==> src/rtl/alu_arbiter.sv <==
// Round-robin arbiter that shares one external combinational ALU between two
// valid/ready requesters; operands and result are registered around the ALU.
module alu_arbiter #(
    parameter int unsigned WIDTH = 32
) (
    input  logic             clk,
    input  logic             rst,

    input  logic             r0_valid,
    output logic             r0_ready,
    input  logic [WIDTH-1:0] r0_a,
    input  logic [WIDTH-1:0] r0_b,
    input  logic [3:0]       r0_ctrl,
    output logic             r0_rvalid,
    input  logic             r0_rready,
    output logic [WIDTH-1:0] r0_result,
    output logic             r0_eq,

    input  logic             r1_valid,
    output logic             r1_ready,
    input  logic [WIDTH-1:0] r1_a,
    input  logic [WIDTH-1:0] r1_b,
    input  logic [3:0]       r1_ctrl,
    output logic             r1_rvalid,
    input  logic             r1_rready,
    output logic [WIDTH-1:0] r1_result,
    output logic             r1_eq,

    output logic [WIDTH-1:0] alu_a,
    output logic [WIDTH-1:0] alu_b,
    output logic [3:0]       alu_ctrl,
    input  logic [WIDTH-1:0] alu_out,
    input  logic             alu_eq
);

    localparam int unsigned CTRL_W = 4;

    typedef struct packed {
        logic [WIDTH-1:0]  a;
        logic [WIDTH-1:0]  b;
        logic [CTRL_W-1:0] ctrl;
    } req_t;

    typedef enum logic [1:0] {
        ST_IDLE = 2'd0,
        ST_EXEC = 2'd1,
        ST_RESP = 2'd2
    } state_t;

    state_t           r_state;
    state_t           w_state_nxt;
    logic             r_ptr;      // 0: port 0 wins a tie, 1: port 1 wins a tie
    logic             r_owner;
    req_t             r_op;
    logic [WIDTH-1:0] r_result;
    logic             r_eq;

    logic             w_grant0;
    logic             w_grant1;
    logic             w_accept;
    logic             w_rsp_done;
    req_t             w_req0;
    req_t             w_req1;
    req_t             w_req_sel;

    assign w_req0    = '{a: r0_a, b: r0_b, ctrl: r0_ctrl};
    assign w_req1    = '{a: r1_a, b: r1_b, ctrl: r1_ctrl};
    assign w_req_sel = w_grant1 ? w_req1 : w_req0;

    // Winner among valid requesters; the pointer only breaks ties
    always_comb begin
        w_grant0 = 1'b0;
        w_grant1 = 1'b0;
        if (r0_valid && r1_valid) begin
            w_grant0 = ~r_ptr;
            w_grant1 = r_ptr;
        end else begin
            w_grant0 = r0_valid;
            w_grant1 = r1_valid;
        end
    end

    assign w_accept   = (r_state == ST_IDLE) && (r0_valid || r1_valid);
    assign w_rsp_done = (r_state == ST_RESP) && (r_owner ? r1_rready : r0_rready);

    // Next state and handshake outputs; ready is masked while reset is held
    always_comb begin
        w_state_nxt = r_state;
        r0_ready    = 1'b0;
        r1_ready    = 1'b0;
        r0_rvalid   = 1'b0;
        r1_rvalid   = 1'b0;
        case (r_state)
            ST_IDLE: begin
                r0_ready = w_grant0 & ~rst;
                r1_ready = w_grant1 & ~rst;
                if (r0_valid || r1_valid) begin
                    w_state_nxt = ST_EXEC;
                end
            end
            ST_EXEC: begin
                w_state_nxt = ST_RESP;
            end
            ST_RESP: begin
                r0_rvalid = ~r_owner;
                r1_rvalid = r_owner;
                if (w_rsp_done) begin
                    w_state_nxt = ST_IDLE;
                end
            end
            default: begin
                w_state_nxt = ST_IDLE;
            end
        endcase
    end

    always_ff @(posedge clk or posedge rst) begin
        if (rst) begin
            r_state <= ST_IDLE;
        end else begin
            r_state <= w_state_nxt;
        end
    end

    // Operand capture, owner and pointer update on the request handshake
    always_ff @(posedge clk or posedge rst) begin
        if (rst) begin
            r_op    <= '0;
            r_owner <= 1'b0;
            r_ptr   <= 1'b0;
        end else if (w_accept) begin
            r_op    <= w_req_sel;
            r_owner <= w_grant1;
            r_ptr   <= ~w_grant1;
        end
    end

    // ALU result is sampled one cycle after operands are launched
    always_ff @(posedge clk or posedge rst) begin
        if (rst) begin
            r_result <= '0;
            r_eq     <= 1'b0;
        end else if (r_state == ST_EXEC) begin
            r_result <= alu_out;
            r_eq     <= alu_eq;
        end
    end

    assign alu_a     = r_op.a;
    assign alu_b     = r_op.b;
    assign alu_ctrl  = r_op.ctrl;

    assign r0_result = r_result;
    assign r0_eq     = r_eq;
    assign r1_result = r_result;
    assign r1_eq     = r_eq;

endmodule

==> config.mk <==
export PLATFORM = sky130hd
export DESIGN_NAME = alu_arbiter
export DESIGN_NICKNAME = d
export VERILOG_FILES = /design/src/rtl/alu_arbiter.sv
export SDC_FILE = /design/constraint.sdc
export NUM_CORES = 1
export LEC_CHECK = 0
export ABC_CLOCK_PERIOD_IN_PS = 6300
export CAP_MARGIN = 15
export CORE_AREA = 2 2 122 124
export CTS_BUF_LIST = sky130_fd_sc_hd__clkbuf_4 sky130_fd_sc_hd__clkbuf_8
export DETAILED_ROUTE_END_ITERATION = 8
export DIE_AREA = 0 0 124 126
export GPL_TIMING_DRIVEN = 0
export PLACE_DENSITY_LB_ADDON = 0.08
export REMOVE_ABC_BUFFERS = 1
export SLEW_MARGIN = 15
export SYNTH_ARGS = -nofsm -noshare
export SYNTH_HDL_FRONTEND = slang
export SYNTH_SLANG_ARGS = --single-unit
==> constraint.sdc <==
create_clock -name clk -period 6.3 [get_ports clk]
set_input_delay 1.26 -clock clk [delete_from_list [all_inputs] [get_ports clk]]
set_output_delay 1.26 -clock clk [all_outputs]
set_load 0.01 [all_outputs]
Word level (Yosys, flattened, before mapping) --
Index checks and enable logic that the tools add are counted.
Cells by class: eq/ne operators 4, muxes and demuxes 11, bitwise operators 6, reduce and logical (&&, ||, !) cells 6
Operators by type and width (number):
- $mux 68 | 1
- $mux 1 | 7
- $pmux 2 s3 | 1
- $mux 2 | 2
- $not 1->1 | 4
- $logic_and 1x1->1 | 3
- $and 1x1->1 | 2
- $eq 2x1->1 const B | 1
- $eq 2x2->1 const B | 1
- $logic_not 2->1 | 1
- $ne 2x1->1 const B | 1
- $ne 2x2->1 const B | 1
- $reduce_and 2->1 | 1
- $logic_or 1x1->1 | 1
Word-level totals: register bits 105, bits of input ports 175, output and inout bits 138, logic and storage cells 35

Longest topological paths before layout --
depth in word-level cells 4, mapped depth 6, depth with buffers taken out 3

Least setup slack after synthesis --
No wires, ideal clock.
path kind input -> output, start in r1_valid, end out r0_ready, data arrival time 1882 ps, required time 5040 ps, setup slack 3158 ps, stages 4, path buffers 1, cells stage by stage nand2_1 > nand3_1 > buf_2 > nor2_1
Between the ends: cells in the longest elaborated chain, start to end 4
Ends and longest elaborated chain:
- start, declared | line 19 | input logic r1_valid,
- $logic_and 1x1->1 | line 74 | if (r0_valid && r1_valid) begin
- $mux 1 | line 74
- $and 1x1->1 | line 95 | r0_ready = w_grant0 & ~rst;
- $mux 1 | line 93 | case (r_state)
- end, declared | line 10 | output logic r0_ready,
No other way between the ends.

Worst setup path in the final report --
Same ends and word-level chain as after synthesis.

==> impl_metrics.yaml <==
global_routing:
  grt_pass1_wl_mm: 24.2
  grt_max_degree: 70
  grt_pass1_vias: 4743
  grt_usage: 0.200
  antenna_found_initial: 0
  grt_overflow: 0
clocking:
  cts-root-buf: "clkbuf_8"
  tritoncts: "done"
  clock_latency_ns: 0.38
  cts_sinks: 105
  cts_setup_buffers: 0
  cts_hold_buf: 0
  htreeDepth: 3
  clk_pin_slew_ns: 0.10
  cts_buffer_depth: 2
  cts_resized: 0
  cts_buffers: 9
critical_path:
  rr_worst_depth: 4
  max_stage_delay_ns: 0.54
  rr_endpoint: "alu_a[7]$_DFFE_PP0P_"
  crit_slowest_cell: "clkdlybuf4s50_1"
  rr_startpoint: "r_state[1]$_DFFE_PP0P_"
  r2r_setup_slack_ns: 4.59
  crit_path_frequent_cell: "clkdlybuf4s50_1"
  arrival_ns: 3.20
  critPathTopFamily: "buffers and inverters"
  crit_type: "input pin to output pin"
  critical_path.max_fanout: 55
  cp-end-kind: "output pin"
  path_cells: "clkdlybuf4s50_1 > nand2_1 > nand3_4 > buf_16 > nor2_1 > clkdlybuf4s50_1"
  critPathLaunchType: "input pin"
  required_ns: 5.04
  cp_num_buf_inv: 3
logic_synthesis:
  syn_inst: 496
  avgSynthCellArea_sq_um: 10.2
  yosys.cell_types.count: 21
  synthTopCellsByArea: "dfrtp_1 (52%), inv_1 (10%), o221ai_1 (10%)"
  syn_area_sq_um: 5070
  yosys.area.top_type_share: 0.518
  ys.warnings.count: 0
  yosys.area.top_type: "dfrtp_1"
  ys_ff_latch: 105
  synth-seq-area-share: 0.518
floorplanning:
  io_pins: 313
  start_util: 0.355
  fp-row-count: 44
  dieArea_sq_um: 15600
  die_y_um: 126
  chipWidth_um: 124
  coreArea_sq_um: 14300
route:
  wl_met2_mm: 8.31
  drt_iter0_markers: 154
  wirelength_mm: 15.6
  drtAntennaViolNets: 0
  routed.top_layer: "met4"
  routed-wl-met3_mm: 1.11
  drc_errors: 0
  dr.pass1.iters: 4
  wl_per_cell_um: 16.4
  avgViaCountPerCell: 4.75
  wl_met1_mm: 5.73
  num_vias: 4500
sta:
  setup_violations: 0
  drv_slew: 0
  fmax_mhz: 224
  fin_tns_setup_ns: 0
  hold_ws_ns: 0.507
  relSlewSlack: 0.465
  hold_viol_final: 0
  skew_ns: 0.00920
  rsz0062_at_grt: "no"
  period_needed_ns: 4.46
  fin_crit_sh: 0.708
  tightest_slew_ns: 0.803
pwr:
  p_leak_uw: 0.00376
  p_sw_frac: 0.359
  p_switching_uw: 1320
  combPwrFrac: 0.561
  clockPowerShare: 0.108
  internal_power_uw: 2350
  finalPower_uw: 3670
  peakVddDrop_mv: 0.233
  power.share.sequential: 0.332
  p_per_area_nw_per_um2: 438
worst_hold_path:
  holdCritPathClass: "flop to flop"
  min_from: "alu_b[0]$_DFFE_PP0P_"
  hold_depth: 2
  holdPathEnd: "alu_b[0]$_DFFE_PP0P_"
final_layout:
  layout-drive-gt1-share: 0.107
  final_nets: 934
  antenna_cells: 0
  fin_cells: 948
  syn_to_final_growth_pct: 65.2
  fin_area_sq_um: 8380
placed_design:
  placed_cells: 932
  postPlaceCellArea_sq_um: 8200
  gp_congestion: 0.783
  portBuffers: 312
  hpwlAfterDp_mm: 11.4
flow_run:
  cap_violations: 0
status:
  outcome: "finished clean"
worst max-delay path by stage:
| stage | startpoint | endpoint | slack [ns] | depth (start not counted) |
|---|---|---|---|---|
| finish | r1_valid | r0_ready | 1.84 | 6 |
| global route | r1_valid | r0_ready | 1.74 | 6 |
| CTS | r1_valid | r0_ready | 1.85 | 6 |
| detailed placement | r1_valid | r0_ready | 1.86 | 6 |
| global placement | r0_valid | r0_ready | -0.11 | 4 |
| floorplan | r1_valid | r0_ready | 1.79 | 3 |
worst reg2reg max path, cell delays in order, from the launching register on:
cell and delay [ns]:
dfrtp_1 0.42, nor2_1 0.34, nand3_4 0.29, buf_16 0.29, o221ai_1 0.28
metrics by stage:
step | util | worst slack (ns)
after floorplan | - | 1.79
after global placement | 0.559 | -0.112
after detailed placement | 0.573 | 1.86
after CTS | 0.586 | 1.85
after global routing | 0.586 | 1.74
final | 0.586 | 1.84
power groups by stage:
stage | Clock, uW | Combinational, uW | Sequential [uW]
final | 395 | 2060 | 1220
after global placement | 0 | 2020 | 1220
after detailed placement | 0 | 2090 | 1230
after global routing | 440 | 2210 | 1270
after CTS | 415 | 2090 | 1220
after floorplan | 0 | 639 | 1420
area by class of cell:
class	count	area (sq um)
clock buffer	9	124
clock inverter	7	55.1
fill	1254	5930
inverter	138	523
multi-input combinational	187	1540
sequential	105	2630
tap	184	230
timing repair buffer	318	3280
kinds of logic after synthesis:
kind of cell / share of synthesized area
AO/OA/AOI/OAI: 0.208
buffers and inverters: 0.185
flip-flops: 0.518
multiplexers: 0.0754
AND/OR/NAND/NOR: 0.0136
flip-flops by register name, indices dropped and copies added (netlist names):
| signal | cells |
|---|---|
| alu_b | 32 |
| r0_eq | 1 |
| r0_result | 32 |
| alu_ctrl | 4 |
| r_state | 2 |
| alu_a | 32 |
| r_ptr | 1 |
| r_owner | 1 |
cell usage after synthesis:
cell type  instances
buf_8              1
nor2_2             1
nand2_1            1
o21ai_2           10
buf_2              6
nor2_1             6
nand3_1            2
dfrtp_1          105
buf_6              1
or2_1              1
mux2_2            34
buf_4             35
or2b_1             1
nand2b_1           2
o21a_1             2
buf_12             1
o221ai_1          58
o221ai_2          10
inv_1            138
clkbuf_1          22
o21ai_0           59
cells in the final DEF, fill, tap and decap left out, drive strengths merged:
cell / count
o21ai: 69
nand2b: 2
buf: 6
inv: 140
or2b: 1
nand2: 1
clkbuf: 9
or2: 1
clkinv: 3
dfrtp: 105
clkinvlp: 2
nor2: 7
mux2: 34
clkdlybuf4s50: 312
o221ai: 68
o21a: 2
nand3: 2
layer usage:
layer	vias to the layer above	track usage
met2	156	0.363
li1	2141	-
met3	26	0.0507
met5	-	0
met4	0	0.0839
met1	2177	0.219
Power figures use the tool's default switching activity.
